**config.mk**
```make
export PLATFORM = sky130hd
export DESIGN_NAME = multicycle_control_fsm
export DESIGN_NICKNAME = d
export VERILOG_FILES = /design/src/rtl/riscv_ctrl_pkg.sv /design/src/rtl/branch_cond.sv /design/src/rtl/multicycle_control_fsm.sv
export SDC_FILE = /design/constraint.sdc
export NUM_CORES = 1
export LEC_CHECK = 0
export ABC_AREA = 1
export CORE_ASPECT_RATIO = 1.75
export CORE_MARGIN = 2
export CORE_UTILIZATION = 40
export DETAILED_ROUTE_END_ITERATION = 8
export GPL_TIMING_DRIVEN = 0
export HOLD_SLACK_MARGIN = 0.05
export MAX_ROUTING_LAYER = met4
export PLACE_DENSITY = 0.68
export SETUP_SLACK_MARGIN = 0.4
export SLEW_MARGIN = 25
export SYNTH_ARGS = -nofsm -noshare
export SYNTH_HDL_FRONTEND = slang
export SYNTH_SLANG_ARGS = --single-unit
```
**constraint.sdc**
```tcl
create_clock -name clk -period 4.46 [get_ports clk]
set_input_delay 0.892 -clock clk [delete_from_list [all_inputs] [get_ports clk]]
set_output_delay 0.892 -clock clk [all_outputs]
set_load 0.01 [all_outputs]
```
**src/rtl/riscv_ctrl_pkg.sv**
```systemverilog
// Shared encodings for the RV32I multicycle control unit: states, opcodes and mux selects.
`default_nettype none

package riscv_ctrl_pkg;

    typedef logic [3:0] state_t;

    localparam state_t S_FETCH    = 4'd0;
    localparam state_t S_DECODE   = 4'd1;
    localparam state_t S_MEMADR   = 4'd2;
    localparam state_t S_MEMREAD  = 4'd3;
    localparam state_t S_MEMWB    = 4'd4;
    localparam state_t S_MEMWRITE = 4'd5;
    localparam state_t S_EXECR    = 4'd6;
    localparam state_t S_EXECI    = 4'd7;
    localparam state_t S_ALUWB    = 4'd8;
    localparam state_t S_BRANCH   = 4'd9;
    localparam state_t S_JAL      = 4'd10;
    localparam state_t S_JALR     = 4'd11;
    localparam state_t S_LUI      = 4'd12;
    localparam state_t S_AUIPC    = 4'd13;
    localparam state_t S_TRAP     = 4'd14;

    localparam logic [6:0] OP_LOAD   = 7'b0000011;
    localparam logic [6:0] OP_STORE  = 7'b0100011;
    localparam logic [6:0] OP_RTYPE  = 7'b0110011;
    localparam logic [6:0] OP_ITYPE  = 7'b0010011;
    localparam logic [6:0] OP_BRANCH = 7'b1100011;
    localparam logic [6:0] OP_JAL    = 7'b1101111;
    localparam logic [6:0] OP_JALR   = 7'b1100111;
    localparam logic [6:0] OP_LUI    = 7'b0110111;
    localparam logic [6:0] OP_AUIPC  = 7'b0010111;
    localparam logic [6:0] OP_SYSTEM = 7'b1110011;

    localparam logic [2:0] IMM_I = 3'b000;
    localparam logic [2:0] IMM_S = 3'b001;
    localparam logic [2:0] IMM_B = 3'b010;
    localparam logic [2:0] IMM_J = 3'b011;
    localparam logic [2:0] IMM_U = 3'b100;

    localparam logic [1:0] ALUOP_ADD   = 2'b00;
    localparam logic [1:0] ALUOP_SUB   = 2'b01;
    localparam logic [1:0] ALUOP_FUNCT = 2'b10;

    localparam logic [1:0] RES_ALUOUT    = 2'b00;
    localparam logic [1:0] RES_READDATA  = 2'b01;
    localparam logic [1:0] RES_ALURESULT = 2'b10;

    localparam logic [1:0] SRCA_PC    = 2'b00;
    localparam logic [1:0] SRCA_OLDPC = 2'b01;
    localparam logic [1:0] SRCA_RS1   = 2'b10;
    localparam logic [1:0] SRCA_ZERO  = 2'b11;

    localparam logic [1:0] SRCB_RS2  = 2'b00;
    localparam logic [1:0] SRCB_IMM  = 2'b01;
    localparam logic [1:0] SRCB_FOUR = 2'b10;

    function automatic logic [2:0] imm_sel(input logic [6:0] op);
        logic [2:0] sel;
        sel = IMM_I;
        case (op)
            OP_LOAD, OP_ITYPE, OP_JALR: sel = IMM_I;
            OP_STORE:                   sel = IMM_S;
            OP_BRANCH:                  sel = IMM_B;
            OP_JAL:                     sel = IMM_J;
            OP_LUI, OP_AUIPC:           sel = IMM_U;
            default:                    sel = IMM_I;
        endcase
        return sel;
    endfunction

endpackage

`default_nettype wire

```
**src/rtl/branch_cond.sv**
```systemverilog
// Branch-condition evaluator: funct3 and ALU flags to taken, plus illegal flag for funct3 010/011.
`default_nettype none

module branch_cond (
    input  logic [2:0] funct3,
    input  logic       zero,
    input  logic       lt,
    input  logic       ltu,
    output logic       taken,
    output logic       illegal
);

    always_comb begin
        taken   = 1'b0;
        illegal = 1'b0;
        case (funct3)
            3'b000:  taken = zero;
            3'b001:  taken = ~zero;
            3'b100:  taken = lt;
            3'b101:  taken = ~lt;
            3'b110:  taken = ltu;
            3'b111:  taken = ~ltu;
            default: illegal = 1'b1;
        endcase
    end

endmodule

`default_nettype wire

```
**src/rtl/multicycle_control_fsm.sv**
```systemverilog
// Moore control FSM for the RV32I multicycle core with memory wait states, trap and instret.
`default_nettype none

module multicycle_control_fsm
    import riscv_ctrl_pkg::*;
#(
    parameter int RESULTSRC_WIDTH = 2,
    parameter int IMMSRC_WIDTH    = 3,
    parameter int CNT_WIDTH       = 32,
    parameter bit MEM_HANDSHAKE   = 1'b1
) (
    input  logic                       clk,
    input  logic                       rst_n,
    input  logic [6:0]                 opcode,
    input  logic [2:0]                 funct3,
    input  logic                       zero,
    input  logic                       lt,
    input  logic                       ltu,
    input  logic                       mem_ready,
    output logic                       pc_write,
    output logic                       adr_src,
    output logic                       mem_write,
    output logic                       ir_write,
    output logic                       reg_write,
    output logic [RESULTSRC_WIDTH-1:0] result_src,
    output logic [1:0]                 alu_src_a,
    output logic [1:0]                 alu_src_b,
    output logic [1:0]                 alu_op,
    output logic [IMMSRC_WIDTH-1:0]    imm_src,
    output logic                       trap,
    output logic [CNT_WIDTH-1:0]       instret,
    output logic [3:0]                 state_dbg
);

    state_t               state_q, state_d;
    logic [CNT_WIDTH-1:0] instret_q, instret_d;

    logic w_ready;
    logic w_taken;
    logic w_br_illegal;

    logic       w_pc_update;
    logic       w_pc_write;
    logic       w_adr_src;
    logic       w_mem_write;
    logic       w_ir_write;
    logic       w_reg_write;
    logic [1:0] w_result_src;
    logic [1:0] w_src_a;
    logic [1:0] w_src_b;
    logic [1:0] w_alu_op;

    generate
        if (MEM_HANDSHAKE) begin : g_mem_hs
            assign w_ready = mem_ready;
        end else begin : g_mem_nohs
            assign w_ready = 1'b1;
        end
    endgenerate

    branch_cond u_branch_cond (
        .funct3  (funct3),
        .zero    (zero),
        .lt      (lt),
        .ltu     (ltu),
        .taken   (w_taken),
        .illegal (w_br_illegal)
    );

    always_comb begin
        state_d = state_q;
        case (state_q)
            S_FETCH:    if (w_ready) state_d = S_DECODE;
            S_DECODE: begin
                case (opcode)
                    OP_LOAD, OP_STORE: state_d = S_MEMADR;
                    OP_RTYPE:          state_d = S_EXECR;
                    OP_ITYPE:          state_d = S_EXECI;
                    OP_BRANCH:         state_d = w_br_illegal ? S_TRAP : S_BRANCH;
                    OP_JAL:            state_d = S_JAL;
                    OP_JALR:           state_d = S_JALR;
                    OP_LUI:            state_d = S_LUI;
                    OP_AUIPC:          state_d = S_AUIPC;
                    default:           state_d = S_TRAP;
                endcase
            end
            S_MEMADR:   state_d = (opcode == OP_LOAD) ? S_MEMREAD : S_MEMWRITE;
            S_MEMREAD:  if (w_ready) state_d = S_MEMWB;
            S_MEMWB:    state_d = S_FETCH;
            S_MEMWRITE: if (w_ready) state_d = S_FETCH;
            S_EXECR:    state_d = S_ALUWB;
            S_EXECI:    state_d = S_ALUWB;
            S_ALUWB:    state_d = S_FETCH;
            S_BRANCH:   state_d = S_FETCH;
            S_JAL:      state_d = S_ALUWB;
            S_JALR:     state_d = S_JAL;
            S_LUI:      state_d = S_ALUWB;
            S_AUIPC:    state_d = S_ALUWB;
            S_TRAP:     state_d = S_TRAP;
            default:    state_d = S_TRAP;
        endcase
    end

    // An instruction retires on the edge that brings the FSM back to FETCH.
    always_comb begin
        instret_d = instret_q;
        if ((state_d == S_FETCH) && (state_q != S_FETCH) && (state_q != S_TRAP)) begin
            instret_d = instret_q + {{(CNT_WIDTH-1){1'b0}}, 1'b1};
        end
    end

    always_ff @(posedge clk or negedge rst_n) begin
        if (!rst_n) begin
            state_q   <= S_FETCH;
            instret_q <= '0;
        end else begin
            state_q   <= state_d;
            instret_q <= instret_d;
        end
    end

    always_comb begin
        w_pc_update  = 1'b0;
        w_adr_src    = 1'b0;
        w_mem_write  = 1'b0;
        w_ir_write   = 1'b0;
        w_reg_write  = 1'b0;
        w_result_src = RES_ALUOUT;
        w_src_a      = SRCA_PC;
        w_src_b      = SRCB_RS2;
        w_alu_op     = ALUOP_ADD;
        case (state_q)
            S_FETCH: begin
                w_src_a      = SRCA_PC;
                w_src_b      = SRCB_FOUR;
                w_result_src = RES_ALURESULT;
                w_ir_write   = w_ready;
                w_pc_update  = w_ready;
            end
            S_DECODE: begin
                w_src_a = SRCA_OLDPC;
                w_src_b = SRCB_IMM;
            end
            S_MEMADR, S_JALR: begin
                w_src_a = SRCA_RS1;
                w_src_b = SRCB_IMM;
            end
            S_MEMREAD: w_adr_src = 1'b1;
            S_MEMWB: begin
                w_result_src = RES_READDATA;
                w_reg_write  = 1'b1;
            end
            S_MEMWRITE: begin
                w_adr_src   = 1'b1;
                w_mem_write = 1'b1;
            end
            S_EXECR: begin
                w_src_a  = SRCA_RS1;
                w_src_b  = SRCB_RS2;
                w_alu_op = ALUOP_FUNCT;
            end
            S_EXECI: begin
                w_src_a  = SRCA_RS1;
                w_src_b  = SRCB_IMM;
                w_alu_op = ALUOP_FUNCT;
            end
            S_ALUWB: w_reg_write = 1'b1;
            S_BRANCH: begin
                w_src_a  = SRCA_RS1;
                w_src_b  = SRCB_RS2;
                w_alu_op = ALUOP_SUB;
            end
            S_JAL: begin
                w_src_a     = SRCA_OLDPC;
                w_src_b     = SRCB_FOUR;
                w_pc_update = 1'b1;
            end
            S_LUI: begin
                w_src_a = SRCA_ZERO;
                w_src_b = SRCB_IMM;
            end
            S_AUIPC: begin
                w_src_a = SRCA_OLDPC;
                w_src_b = SRCB_IMM;
            end
            default: ;
        endcase
    end

    assign w_pc_write = w_pc_update | ((state_q == S_BRANCH) & w_taken);

    // Write strobes are gated by rst_n so nothing is written while reset is asserted.
    assign pc_write   = w_pc_write  & rst_n;
    assign ir_write   = w_ir_write  & rst_n;
    assign reg_write  = w_reg_write & rst_n;
    assign mem_write  = w_mem_write & rst_n;
    assign adr_src    = w_adr_src;
    assign result_src = RESULTSRC_WIDTH'(w_result_src);
    assign alu_src_a  = w_src_a;
    assign alu_src_b  = w_src_b;
    assign alu_op     = w_alu_op;
    assign imm_src    = IMMSRC_WIDTH'(imm_sel(opcode));
    assign trap       = (state_q == S_TRAP);
    assign instret    = instret_q;
    assign state_dbg  = state_q;

endmodule

`default_nettype wire

```
Word-level counts from Yosys, hierarchy flattened
Index checks and enable logic that the tools add are counted.
{"block": "word_totals", "ff_bits": 36, "input_bits": 16, "output_inout_bits": 53, "elab_cells": 77}
{"block": "op_classes", "add_sub_neg": 1, "eq_ne": 29, "mux": 18, "bitwise_logic": 9, "reduce_logical": 18}
{"op": "$pmux W4 S8", "count": 2}
{"op": "$add A32 B1 Y32 const B", "count": 1}
{"op": "$eq A4 B4 Y1 const B", "count": 7}
{"op": "$eq A7 B6 Y1 const B", "count": 3}
{"op": "$eq A7 B7 Y1 const B", "count": 3}
{"op": "$eq A4 B3 Y1 const B", "count": 4}
{"op": "$eq A7 B5 Y1 const B", "count": 2}
{"op": "$eq A3 B3 Y1 const B", "count": 4}
{"op": "$mux W4", "count": 3}
{"op": "$pmux W2 S2", "count": 3}
{"op": "$pmux W3 S4", "count": 1}
{"op": "$reduce_or A2 Y1", "count": 6}
{"op": "$reduce_or A6 Y1", "count": 2}
{"op": "$reduce_or A5 Y1", "count": 2}
{"op": "$eq A4 B2 Y1 const B", "count": 2}
{"op": "$logic_not A4 Y1", "count": 2}
{"op": "$eq A7 B2 Y1 const B", "count": 1}
{"op": "$mux W3", "count": 2}
{"op": "$pmux W1 S6", "count": 1}
{"op": "$pmux W2 S3", "count": 1}
{"op": "$reduce_or A3 Y1", "count": 2}
{"op": "$and A1 B1 Y1", "count": 5}
{"op": "$eq A4 B1 Y1 const B", "count": 1}
{"op": "$mux W1", "count": 4}
{"op": "other kinds (8)", "count": 11}

Logic depth before layout (Yosys ltp)
{"block": "depth", "ltp_word": 8, "depth_mapped": 13, "mapped_depth_nobuf": 12}

Modules after synthesis
A second synthesis with hierarchy kept.
{"block": "hier_totals", "cells_unflattened": 468, "area_unflattened_um2": 2895.3}
{"module": "multicycle_control_fsm", "instances": 1, "cells_each": 452, "area_per_inst_um2": 2825.2, "seq_area_each_um2": 900.9}
{"module": "branch_cond", "instances": 1, "cells_each": 16, "area_per_inst_um2": 70.1, "seq_area_each_um2": 0.0}

Worst setup path before layout
OpenSTA, ideal clock, no wires.
{"block": "synth_path", "path_type": "input-to-output", "startpoint": "in funct3[2]", "endpoint": "out pc_write", "t_arrival_ps": 1542, "required_time_ps": 3568, "setup_slack_ps": 2026, "stages": 8, "n_path_buf": 0, "cell_sequence": "inv_1 -> nand2_1 -> nand2_1 -> or2_2 -> nand3_1 -> nand2_1 -> nand2_1 -> a31oi_1"}
{"block": "synth_via", "elab_chain_cells": 5, "word_cells_on_any_way": 10, "classes_between": "eq/ne: 5; mux: 1; bitwise: 3; reduce/logical: 1"}
{"element": "from (decl)", "line_no": "multicycle_control_fsm.sv:15", "text": "input logic [2:0] funct3,"}
{"element": "$eq A3 B3 Y1, or another cell as far along", "line_no": "branch_cond.sv:16", "text": "case (funct3)"}
{"element": "$pmux W1 S6 *", "line_no": "branch_cond.sv:16"}
{"element": "$and A1 B1 Y1 *", "line_no": "multicycle_control_fsm.sv:190", "text": "assign w_pc_write = w_pc_update | ((state_q == S_BRANCH) & w_taken);"}
{"element": "$or A1 B1 Y1 *", "line_no": "multicycle_control_fsm.sv:190"}
{"element": "$and A1 B1 Y1 *", "line_no": "multicycle_control_fsm.sv:193", "text": "assign pc_write = w_pc_write & rst_n;"}
{"element": "to (decl)", "line_no": "multicycle_control_fsm.sv:20", "text": "output logic pc_write,"}
Mark *: on every way between the ends. The rest lies on a longest branch, timed or not.

Final worst setup path
Same ends and word-level chain as after synthesis.

==> results.yml <==
pwr:
  internal_power_uw: 548
  p_clk_share_pct: 47.6
  combinationalPowerShare_pct: 5.7
  seqPwrFrac_pct: 46.7
  net-switching-power_uw: 152
  leakage_nw: 2.10
  swShare_pct: 21.7
  peakVddDrop_mv: 0.195
  powerDensity_nw_per_um2: 181
floorplanning:
  fp.dieH_um: 117
  die_area_um2: 8020
  core_area_um2: 7130
  initial_core_util_pct: 40.9
  rows: 41
  ios: 69
  die_w_um: 68.6
cts:
  root_buffer: "clkbuf_16"
  clk_pin_slew_ns: 0.05
  cts_resized: 0
  cts_tree: "yes"
  clock_latency_ns: 0.29
  postCtsHoldBufs: 0
  numCtsBuffers: 5
  htree_num_levels: 2
  post_cts_buffers: 0
  cts_buffer_depth: 2
  clock-sinks: 36
logic_synthesis:
  synthTopCellsByArea: "dfrtp_1 31%, nand2_1 19%, o21bai_1 8.2%, xor2_1 7.8%, inv_1 7.2%"
  synth_edf_count: 0
  synth.most_common_cell: "nand2_1"
  ys_ff_latch: 36
  netlist-cell-type-count: 35
  synth_ff_type: "dfrtp_1"
  yosysSeqAreaShare_pct: 30.9
  ys_warn_count: 0
  synthDominantCellAreaShare_pct: 30.9
  yosys.area.top_type: "dfrtp_1"
  synth_common_cells: "150 x nand2_1, 56 x inv_1, 44 x nor2_1, 36 x dfrtp_1, 32 x o21bai_1"
  synthCells: 440
  syn_nets: 457
  syn_area_um2: 2920
  ys_async_sr_fraction_pct: 100
  synth_area_per_cell_um2: 6.63
cells_and_area:
  final_nets: 533
  area_growth_syn_to_layout_pct: 32.4
  fillers: 716
  design_area_um2: 3860
  drive_gt1_share_pct: 7.75
  n_antenna_cell: 0
sta:
  rsz0062_at_grt: "no"
  slew_viol_final: 0
  finalSetupViolations: 0
  final_hold_viol_count: 0
  finalSetupTns_ns: 0
  fmaxAchievable_ghz: 0.290
  fin_skew_ns: 0.00638
  worst_pin_slew_ns: 0.544
  slew_headroom_pct: 63.4
  worst_hold_slack_ns: 0.548
  fin_crit_sh_pct: 77.3
  period_needed_ns: 3.45
global_routing:
  antenna_found_initial: 0
  grt_overflow: 0
  grt_max_degree: 22
  grt_pass1_wl_mm: 13.8
  grtUsageTotal_pct: 23.4
  grt_pass1_vias: 2977
worst_setup_path:
  path_cells: "clkdlybuf4s50_1 > inv_1 > nand2_1 > nand2_1 > or2_2 > nand3_1 > nand2_1 > nand2_1 > a31oi_1 > clkdlybuf4s50_1"
  crit_type: "input port to output port"
  rrSetupSlack_ns: 2.15
  cp_data_arrival_time_ns: 2.56
  worstSetupStartpointType: "input port"
  r2r_cells: 9
  critPathTopFamily: "buffers and inverters"
  worstPathRequired_ns: 3.57
  crit_fanout: 3
  r2r_start: "instret[0]"
  crit_path_max_incr_delay_ns: 0.50
  path_buf_inv: 3
  cpMostUsedCell: "nand2_1"
  r2r_end: "instret[26]"
  critical_path.slowest_cell: "clkdlybuf4s50_1"
  end_kind: "output port"
routing:
  vias_per_cell: 5.03
  ant_nets: 0
  drtIter0Drc: 107
  wirelength_mm: 8.47
  firstDrtPassIters: 4
  wl_met3_um: 264
  wl_met2_mm: 4.86
  wl_met1_mm: 3.15
  top_layer: "met4"
  drc_errors: 0
  routedWlPerCell_um: 14.1
  vias: 3026
place:
  hpwl_mm: 6.86
  gp_congestion: 0.930
  place_area_um2: 3730
  port_buffers: 68
status:
  outcome: "finished, final reports clean"
flow_run:
  maxCapViolations: 0
min_path:
  hold_class: "input port to asynchronous set/reset pin"
[power groups by stage]
stage / clock (mW) / sequential (mW) / combinational (mW)
6_report: 0.333 / 0.327 / 0.0400
5_1_grt: 0.353 / 0.327 / 0.0450
4_1_cts: 0.342 / 0.327 / 0.0408
3_5_place_dp: 0 / 0.333 / 0.0406
3_3_place_gp: 0 / 0.333 / 0.0371
2_1_floorplan: 0 / 0.333 / 0.0127
[how the worst max path moves through the flow]
stage / start / end / slack [ns] / cells after the start
3_5_place_dp: funct3[2] / pc_write / 0.99 / 10
2_1_floorplan: funct3[2] / pc_write / 2.03 / 8
3_3_place_gp: rst_n / reg_write / -0.14 / 4
4_1_cts: funct3[2] / pc_write / 0.99 / 10
6_report: funct3[2] / pc_write / 1.01 / 10
5_1_grt: funct3[2] / pc_write / 0.85 / 8
[logic make-up (layout without fill, tap and decap cells)]
group / Yosys count / count (layout) / synth area share [%]
AOI/OAI and AO/OA: 49 / 49 / 12.0
xor gates and xnor gates: 26 / 26 / 7.80
adders and majority gates: 1 / 1 / 0.429
buffers and inverters: 73 / 149 / 10.7
DFF: 36 / 36 / 30.9
and+or+nand+nor: 255 / 255 / 38.2
[flip-flops by register name (all words and copies together) (netlist names)]
register / count
instret: 32
state_dbg: 4
[stage by stage]
step | power [mW] | std cells | utilization, % | setup slack, ns
after detailed placement | 0.373 | 595 | 52.3 | 0.990
final | 0.700 | 602 | 54.2 | 1.01
after floorplan | 0.345 | 440 | - | 2.03
after global routing | 0.724 | 602 | 54.2 | 0.854
after global placement | 0.370 | 594 | 52.0 | -0.136
after CTS | 0.709 | 602 | 54.2 | 0.990
[layout make-up]
cell class / count / area (um2) / area share [%]
Buffer: 10 / 75.1 / 1.94
Clock buffer: 6 / 129 / 3.34
Clock inverter: 1 / 5.00 / 0.130
Inverter: 63 / 236 / 6.12
Multi-Input combinational cell: 331 / 1710 / 44.2
Sequential cell: 36 / 901 / 23.3
Tap cell: 86 / 108 / 2.78
Timing Repair Buffer: 69 / 703 / 18.2
[cells in the final DEF (no fill, tap or decap), types with 2 or more instances in the layout]
cell	n
nand2_1	150
buf_2	4
nand2_2	2
buf_4	3
nor4_1	5
nor3_2	2
clkdlybuf4s50_1	67
nand4_1	8
buf_6	3
clkbuf_1	2
inv_1	56
dfrtp_1	36
nor2_2	5
o21ai_1	4
nor3_1	17
o21ai_0	6
nand3_1	14
clkbuf_16	5
nor2_1	44
inv_2	7
nor2_4	2
o21bai_1	32
xor2_1	26
[routing by layer]
metal	vias to the layer above	global-route usage, %
met2	70	43.0
met4	0	10.0
met5	-	-
met3	16	2.77
met1	1406	24.0
li1	1534	-
Power figures use the tool's default switching activity.
